==> src/rtl/ipv4_vlg_tx_arb.sv <==
// ipv4_vlg_tx_arb: round-robin packet arbiter feeding the IPv4 TX serializer.
// Optional watchdog enabled by defining IPV4_TX_ARB_TIMEOUT_EN. Rev 1.0
`default_nettype none

module ipv4_vlg_tx_arb #(
  parameter int N_SRC         = 3,
  parameter int TIMEOUT_TICKS = 65535
) (
  input  logic                clk,
  input  logic                rst,
  input  logic [N_SRC-1:0]    src_rdy,
  input  logic [N_SRC*8-1:0]  src_proto,
  input  logic [N_SRC*32-1:0] src_dst_ip,
  input  logic [N_SRC*16-1:0] src_len,
  input  logic [N_SRC-1:0]    src_val,
  input  logic [N_SRC*8-1:0]  src_dat,
  input  logic [N_SRC-1:0]    src_eof,
  output logic [N_SRC-1:0]    src_req,
  output logic [N_SRC-1:0]    src_done,
  output logic                out_rdy,
  output logic [7:0]          out_proto,
  output logic [31:0]         out_dst_ip,
  output logic [15:0]         out_len,
  input  logic                out_req,
  output logic                out_val,
  output logic [7:0]          out_dat,
  output logic                out_eof,
  output logic                out_err
);

  localparam int SEL_W = (N_SRC > 1) ? $clog2(N_SRC) : 1;
  localparam logic [SEL_W:0]   N_SRC_W  = (SEL_W+1)'(N_SRC);
  localparam logic [SEL_W-1:0] SEL_LAST = SEL_W'(N_SRC - 1);

  localparam logic [1:0] ST_IDLE   = 2'd0;
  localparam logic [1:0] ST_GRANT  = 2'd1;
  localparam logic [1:0] ST_STREAM = 2'd2;
  localparam logic [1:0] ST_DONE   = 2'd3;

  logic [1:0]       state;
  logic [1:0]       state_nxt;
  logic [SEL_W-1:0] sel;
  logic [SEL_W-1:0] ptr;
  logic [SEL_W-1:0] scan_sel;
  logic [SEL_W:0]   scan_sum;
  logic             scan_hit;
  logic [N_SRC-1:0] sel_oh;
  logic             sel_rdy;
  logic             sel_val;
  logic             sel_eof;
  logic [7:0]       sel_dat;
  logic [15:0]      cnt;
  logic [15:0]      cnt_inc;
  logic             len_hit;
  logic             end_pkt;
  logic             err_flag;
  logic             timeout;

  assign sel_oh  = N_SRC'(1) << sel;
  assign sel_rdy = src_rdy[sel];
  assign sel_val = src_val[sel];
  assign sel_eof = src_eof[sel];
  assign sel_dat = src_dat[sel*8 +: 8];
  assign cnt_inc = cnt + 16'd1;
  assign len_hit = (cnt_inc == out_len);
  // A packet ends on the source's eof or when the advertised length is reached.
  assign end_pkt = sel_val && (sel_eof || len_hit);

  // Scan downwards so the source closest to ptr is the last (winning) assignment.
  always_comb begin
    scan_hit = 1'b0;
    scan_sel = '0;
    scan_sum = '0;
    for (int i = N_SRC - 1; i >= 0; i--) begin
      scan_sum = {1'b0, ptr} + (SEL_W+1)'(i);
      if (scan_sum >= N_SRC_W) scan_sum = scan_sum - N_SRC_W;
      if (src_rdy[scan_sum[SEL_W-1:0]]) begin
        scan_hit = 1'b1;
        scan_sel = scan_sum[SEL_W-1:0];
      end
    end
  end

`ifdef IPV4_TX_ARB_TIMEOUT_EN
  localparam logic [15:0] WD_LIMIT = 16'(TIMEOUT_TICKS - 1);
  logic [15:0] wd_cnt;
  logic        stall;

  assign stall   = ((state == ST_GRANT) && !out_req) || ((state == ST_STREAM) && !sel_val);
  assign timeout = stall && (wd_cnt == WD_LIMIT);

  always_ff @(posedge clk or negedge rst) begin
    if (!rst) wd_cnt <= 16'd0;
    else      wd_cnt <= stall ? wd_cnt + 16'd1 : 16'd0;
  end
`else
  // Watchdog compiled out; folds to a constant 0.
  assign timeout = (TIMEOUT_TICKS < 0);
`endif

  always_ff @(posedge clk or negedge rst) begin
    if (!rst) state <= ST_IDLE;
    else      state <= state_nxt;
  end

  always_comb begin
    state_nxt = state;
    case (state)
      ST_IDLE:   if (scan_hit) state_nxt = ST_GRANT;
      ST_GRANT: begin
        if (!sel_rdy)     state_nxt = ST_IDLE;
        else if (timeout) state_nxt = ST_DONE;
        else if (out_req) state_nxt = (out_len == 16'd0) ? ST_DONE : ST_STREAM;
      end
      ST_STREAM: if (end_pkt || timeout) state_nxt = ST_DONE;
      ST_DONE:   state_nxt = ST_IDLE;
      default:   state_nxt = ST_IDLE;
    endcase
  end

  always_comb begin
    out_rdy  = 1'b0;
    src_req  = '0;
    src_done = '0;
    out_err  = 1'b0;
    case (state)
      ST_GRANT:  out_rdy = 1'b1;
      ST_STREAM: begin
        out_rdy = 1'b1;
        src_req = sel_oh;
      end
      ST_DONE: begin
        src_done = sel_oh;
        out_err  = err_flag;
      end
      default: ;
    endcase
  end

  always_ff @(posedge clk or negedge rst) begin
    if (!rst) begin
      sel        <= '0;
      ptr        <= '0;
      cnt        <= 16'd0;
      err_flag   <= 1'b0;
      out_proto  <= 8'h00;
      out_dst_ip <= 32'h0;
      out_len    <= 16'd0;
      out_val    <= 1'b0;
      out_dat    <= 8'h00;
      out_eof    <= 1'b0;
    end else begin
      out_val <= 1'b0;
      out_dat <= 8'h00;
      out_eof <= 1'b0;
      case (state)
        ST_IDLE: begin
          if (scan_hit) begin
            sel        <= scan_sel;
            out_proto  <= src_proto[scan_sel*8 +: 8];
            out_dst_ip <= src_dst_ip[scan_sel*32 +: 32];
            out_len    <= src_len[scan_sel*16 +: 16];
            cnt        <= 16'd0;
            err_flag   <= 1'b0;
          end
        end
        ST_GRANT: begin
          if (sel_rdy && timeout) begin
            out_val  <= 1'b1;
            out_eof  <= 1'b1;
            err_flag <= 1'b1;
          end
        end
        ST_STREAM: begin
          if (timeout) begin
            out_val  <= 1'b1;
            out_eof  <= 1'b1;
            err_flag <= 1'b1;
          end else begin
            out_val <= sel_val;
            out_dat <= sel_val ? sel_dat : 8'h00;
            out_eof <= end_pkt;
            if (sel_val) cnt <= cnt_inc;
            if (end_pkt) err_flag <= !(sel_eof && len_hit);
          end
        end
        ST_DONE: ptr <= (sel == SEL_LAST) ? '0 : sel + 1'b1;
        default: ;
      endcase
    end
  end

endmodule

`default_nettype wire

==> config.mk <==
export PLATFORM = sky130hd
export DESIGN_NAME = ipv4_vlg_tx_arb
export DESIGN_NICKNAME = d
export VERILOG_FILES = /design/src/rtl/ipv4_vlg_tx_arb.sv
export SDC_FILE = /design/constraint.sdc
export NUM_CORES = 1
export LEC_CHECK = 0
export ABC_AREA = 1
export BUFFER_PORTS_ARGS = -buffer_cell sky130_fd_sc_hd__buf_2
export CAP_MARGIN = 40
export CORE_MARGIN = 3
export CORE_UTILIZATION = 30
export CTS_CLUSTER_DIAMETER = 200
export CTS_CLUSTER_SIZE = 30
export DETAILED_ROUTE_END_ITERATION = 16
export SLEW_MARGIN = 40
export SYNTH_ARGS = -nofsm -noshare
export SYNTH_HDL_FRONTEND = slang
export SYNTH_SLANG_ARGS = --single-unit
==> constraint.sdc <==
create_clock -name clk -period 2.98 [get_ports clk]
set_clock_uncertainty 0.15 [all_clocks]
set_input_delay 0 -clock clk [delete_from_list [all_inputs] [get_ports clk]]
set_output_delay 0 -clock clk [all_outputs]
set_load 0.02 [all_outputs]
==> results.py <==
metrics = {
    "clock_tree": {
        "clock-sinks": 89,
        "cts_root_buffer": "clkbuf_16",
        "numCtsBuffers": 9,
        "path_clk_slew_ps": 70,
        "insertion_delay_ps": 350,
        "clk_path_buf_depth": 2,
        "htreeDepth": 3,
        "cts_tree": "yes",
    },
    "sta": {
        "holdWs_ps": 43.7,
        "rsz0062_at_grt": "true",
        "min_period_over_period_pct": 96.8,
        "fin_crit_ps": 2890,
        "finalSetupViolations": 0,
        "tightest_slew_ps": 746,
        "slew_headroom_pct": 50.3,
        "fmax_mhz": 347,
        "slew_violations": 0,
        "report.final.hold_viol_count": 0,
    },
    "drt": {
        "vias": 7380,
        "dr.pass1.iters": 5,
        "drt_iter0_markers": 428,
        "wl_um": 24100,
        "drc_errors": 0,
        "routed_via_density": 4.97,
        "routedWlPerCell_um": 16.2,
        "ant_nets": 0,
    },
    "critical_path": {
        "cp.required_ps": 3070,
        "worst_setup_path_end_kind": "register",
        "r2r_slack_ps": 90,
        "crit_slowest_cell": "dlygate4sd3_1",
        "start_kind": "register",
        "cpMostUsedCell": "o211ai_1",
        "reg2reg_to": "out_proto[1]",
        "crit_start": "ptr[0]",
        "crit_chain": "inv_2, ha_2, nand2_1, o21ai_1, o21ai_2, nand4_1, o211ai_1, nand2_4, buf_16, o211ai_1, dlygate4sd3_1, a21oi_1",
        "worstPathMaxFanout": 35,
        "reg2regPathDepth": 12,
        "worst-setup-path-type": "register to register",
        "arrival_ps": 2970,
        "slowest_delay_ps": 580,
        "endpoint": "out_proto[1]",
        "r2r-start": "ptr[0]",
    },
    "flow_run": {
        "drv_cap": 0,
    },
    "layout": {
        "seq_area_sq_um": 2230,
        "multiInputGateArea_sq_um": 2850,
        "fillers": 1652,
        "drive_above_1_share_pct": 26.7,
        "final_area_sq_um": 9430,
        "nets": 1462,
        "synthToLayoutAreaGrowth_pct": 69.5,
    },
    "power_and_ir_drop": {
        "p_sw_share_pct": 51.2,
        "combinationalPowerShare_pct": 68.2,
        "p_int_mw": 4.88,
        "ir_drop_mv": 0.596,
        "p_clk_share_pct": 10.8,
        "leakage_nw": 4.74,
        "cellPowerDensity_nw_per_um2": 1060,
        "seq_power_share_pct": 21.0,
        "p_switching_mw": 5.12,
    },
    "yosys": {
        "synth_edf_count": 0,
        "syn_nets": 1008,
        "ys_warn_count": 0,
        "syn_area_per_cell_sq_um": 6.99,
        "synth_ff_type": "dfrtp_1",
        "synth.distinct_cells": 38,
        "synth_seq_cells": 89,
        "netlist_area_sq_um": 5570,
        "async_reset_ff_share_pct": 100,
        "synth_seq_area_share_pct": 40.0,
        "syn_inst": 796,
    },
    "placed_design": {
        "port_buffers": 277,
        "placed_cell_area_sq_um": 7190,
        "place_congestion": 0.914,
        "dp_hpwl_um": 14800,
    },
    "global_route": {
        "grt_pass1_wl_um": 37600,
        "antenna_found_initial": 0,
        "grtUsageTotal_pct": 23.2,
        "grt_pass1_vias": 7518,
        "overflow": 0,
        "grt_max_degree": 70,
    },
    "floorplan": {
        "io_pins": 278,
        "die_area_sq_um": 20200,
        "die_w_um": 142,
        "die_y_um": 142,
        "coreArea_sq_um": 18100,
        "rows": 49,
        "start_util_pct": 30.8,
    },
    "hold_path": {
        "holdCritPathClass": "input pin to async pin",
    },
    "run_status": {
        "status": "finished, final reports clean",
    },
}
==> synthesized netlist by cell type, types with 7 or more instances <==
cell	n	area, sq um
o211ai_1	14	105
buf_4	7	52.6
clkbuf_1	17	63.8
nor2_1	128	480
nand3_1	109	546
a21oi_1	40	200
nand4_1	10	62.6
nand2_1	168	631
buf_2	10	50.1
o22ai_1	12	75.1
o21ai_1	25	125
inv_1	77	289
ha_1	8	100
o21ai_0	33	165
a22oi_1	10	75.1
dfrtp_1	89	2230
==> power groups by stage <==
stage	registers (mW)	logic, mW	clock network (mW)
floorplan	2.48	3.72	0
global placement	2.11	5.84	0
detailed placement	2.10	5.92	0
CTS	2.09	6.45	1.11
global route	2.15	7.51	1.16
finish	2.10	6.82	1.08
==> critical path, delay by kind of cell, from the launching register on <==
kind | cells | cell delay [ps]
adder cells (fa/ha/maj) | 1 | 290
AND/OR/NAND/NOR | 3 | 310
buffers and inverters | 3 | 840
AO/OA/AOI/OAI | 5 | 780
flip-flops | 1 | 400
==> worst min path at each step <==
stage | from | endpoint | slack (ps) | cells after the start
CTS | src_eof[2] | err_flag | 40 | 5
floorplan | rst | async pin | -450 | 0
detailed placement | rst | cnt[1] | -100 | 1
finish | rst | cnt[1] | 40 | 2
global placement | rst | cnt[1] | -110 | 1
global route | src_eof[2] | err_flag | 90 | 5
==> layer usage <==
layer | vias to the layer above | routed length, um | GRT usage (%)
li1 | 3540 | - | -
met2 | 369 | 11500 | 39.1
met1 | 3397 | 9830 | 28.1
met4 | 0 | 1020 | 11.8
met3 | 74 | 1770 | 4.81
met5 | - | 0 | 0
==> per-stage QoR <==
step	utilization, %	power [mW]	instances	setup WS [ps]	TNS, ps
floorplan	-	6.20	796	792	0
global placement	39.8	7.94	1277	345	0
detailed placement	39.8	8.01	1277	229	0
CTS	51.6	9.65	1480	36.8	0
global route	52.1	10.8	1483	-39.7	-91.4
finish	52.2	10.0	1486	94.7	0
==> sequential cells by signal (all words and copies together) (netlist names), named ones only <==
name	cells
out_val	1
state	1
err_flag	1
out_dat	8
out_eof	1
cnt	16
sel	2
ptr	2
out_len	16
out_proto	8
out_dst_ip	32
==> cell families (layout without fill, tap and decap cells) <==
| kind of cell | count (synthesis) | in the layout | share of synthesized area (%) |
|---|---|---|---|
| AOI/OAI and AO/OA | 147 | 147 | 15.5 |
| xor gates and xnor gates | 3 | 3 | 0.472 |
| adders and majority gates | 8 | 8 | 1.80 |
| buffers and inverters | 119 | 577 | 9.31 |
| DFF | 89 | 89 | 40.0 |
| other | 0 | 3 | 0 |
| and+or+nand+nor | 430 | 430 | 32.9 |
==> what timing repair did <==
| item | 4_1_cts | 5_1_grt |
|---|---|---|
| endpoints found under the hold margin | 113 | 1 |
| endpoints found under the setup margin | 0 | 21 |
| hold buffers | 188 | 1 |
| buffers inserted | 0 | 2 |
| resized for setup | 0 | 14 |
==> cell type report <==
type,instances,share of cell area (%)
well taps,229,3.04
repair buffers,482,37.0
multi-input cells,588,30.2
flip-flops and latches,89,23.6
clock buffers,12,2.61
clock inverters,3,0.186
diodes,3,0.0796
inverters,80,3.21
==> placed cells by master, fill, tap and decap left out, types with 3 or more instances in the layout <==
cell           instances
inv_2                  3
inv_1                 76
nor2_1               128
ha_1                   6
nand2_1              166
nand4_1               10
buf_4                 11
clkbuf_16             10
o22ai_1               12
a21oi_2                4
nor2_2                 4
o211ai_1              14
o21ai_1               25
buf_12                 4
dfrtp_1               89
o21ai_0               33
a22oi_1                9
buf_2                276
nand2_2                4
nand3_1              109
a21oi_1               36
a31oi_1                4
dlygate4sd3_1        186
diode_2                3
No activity file was read; power rests on OpenSTA's default activity.
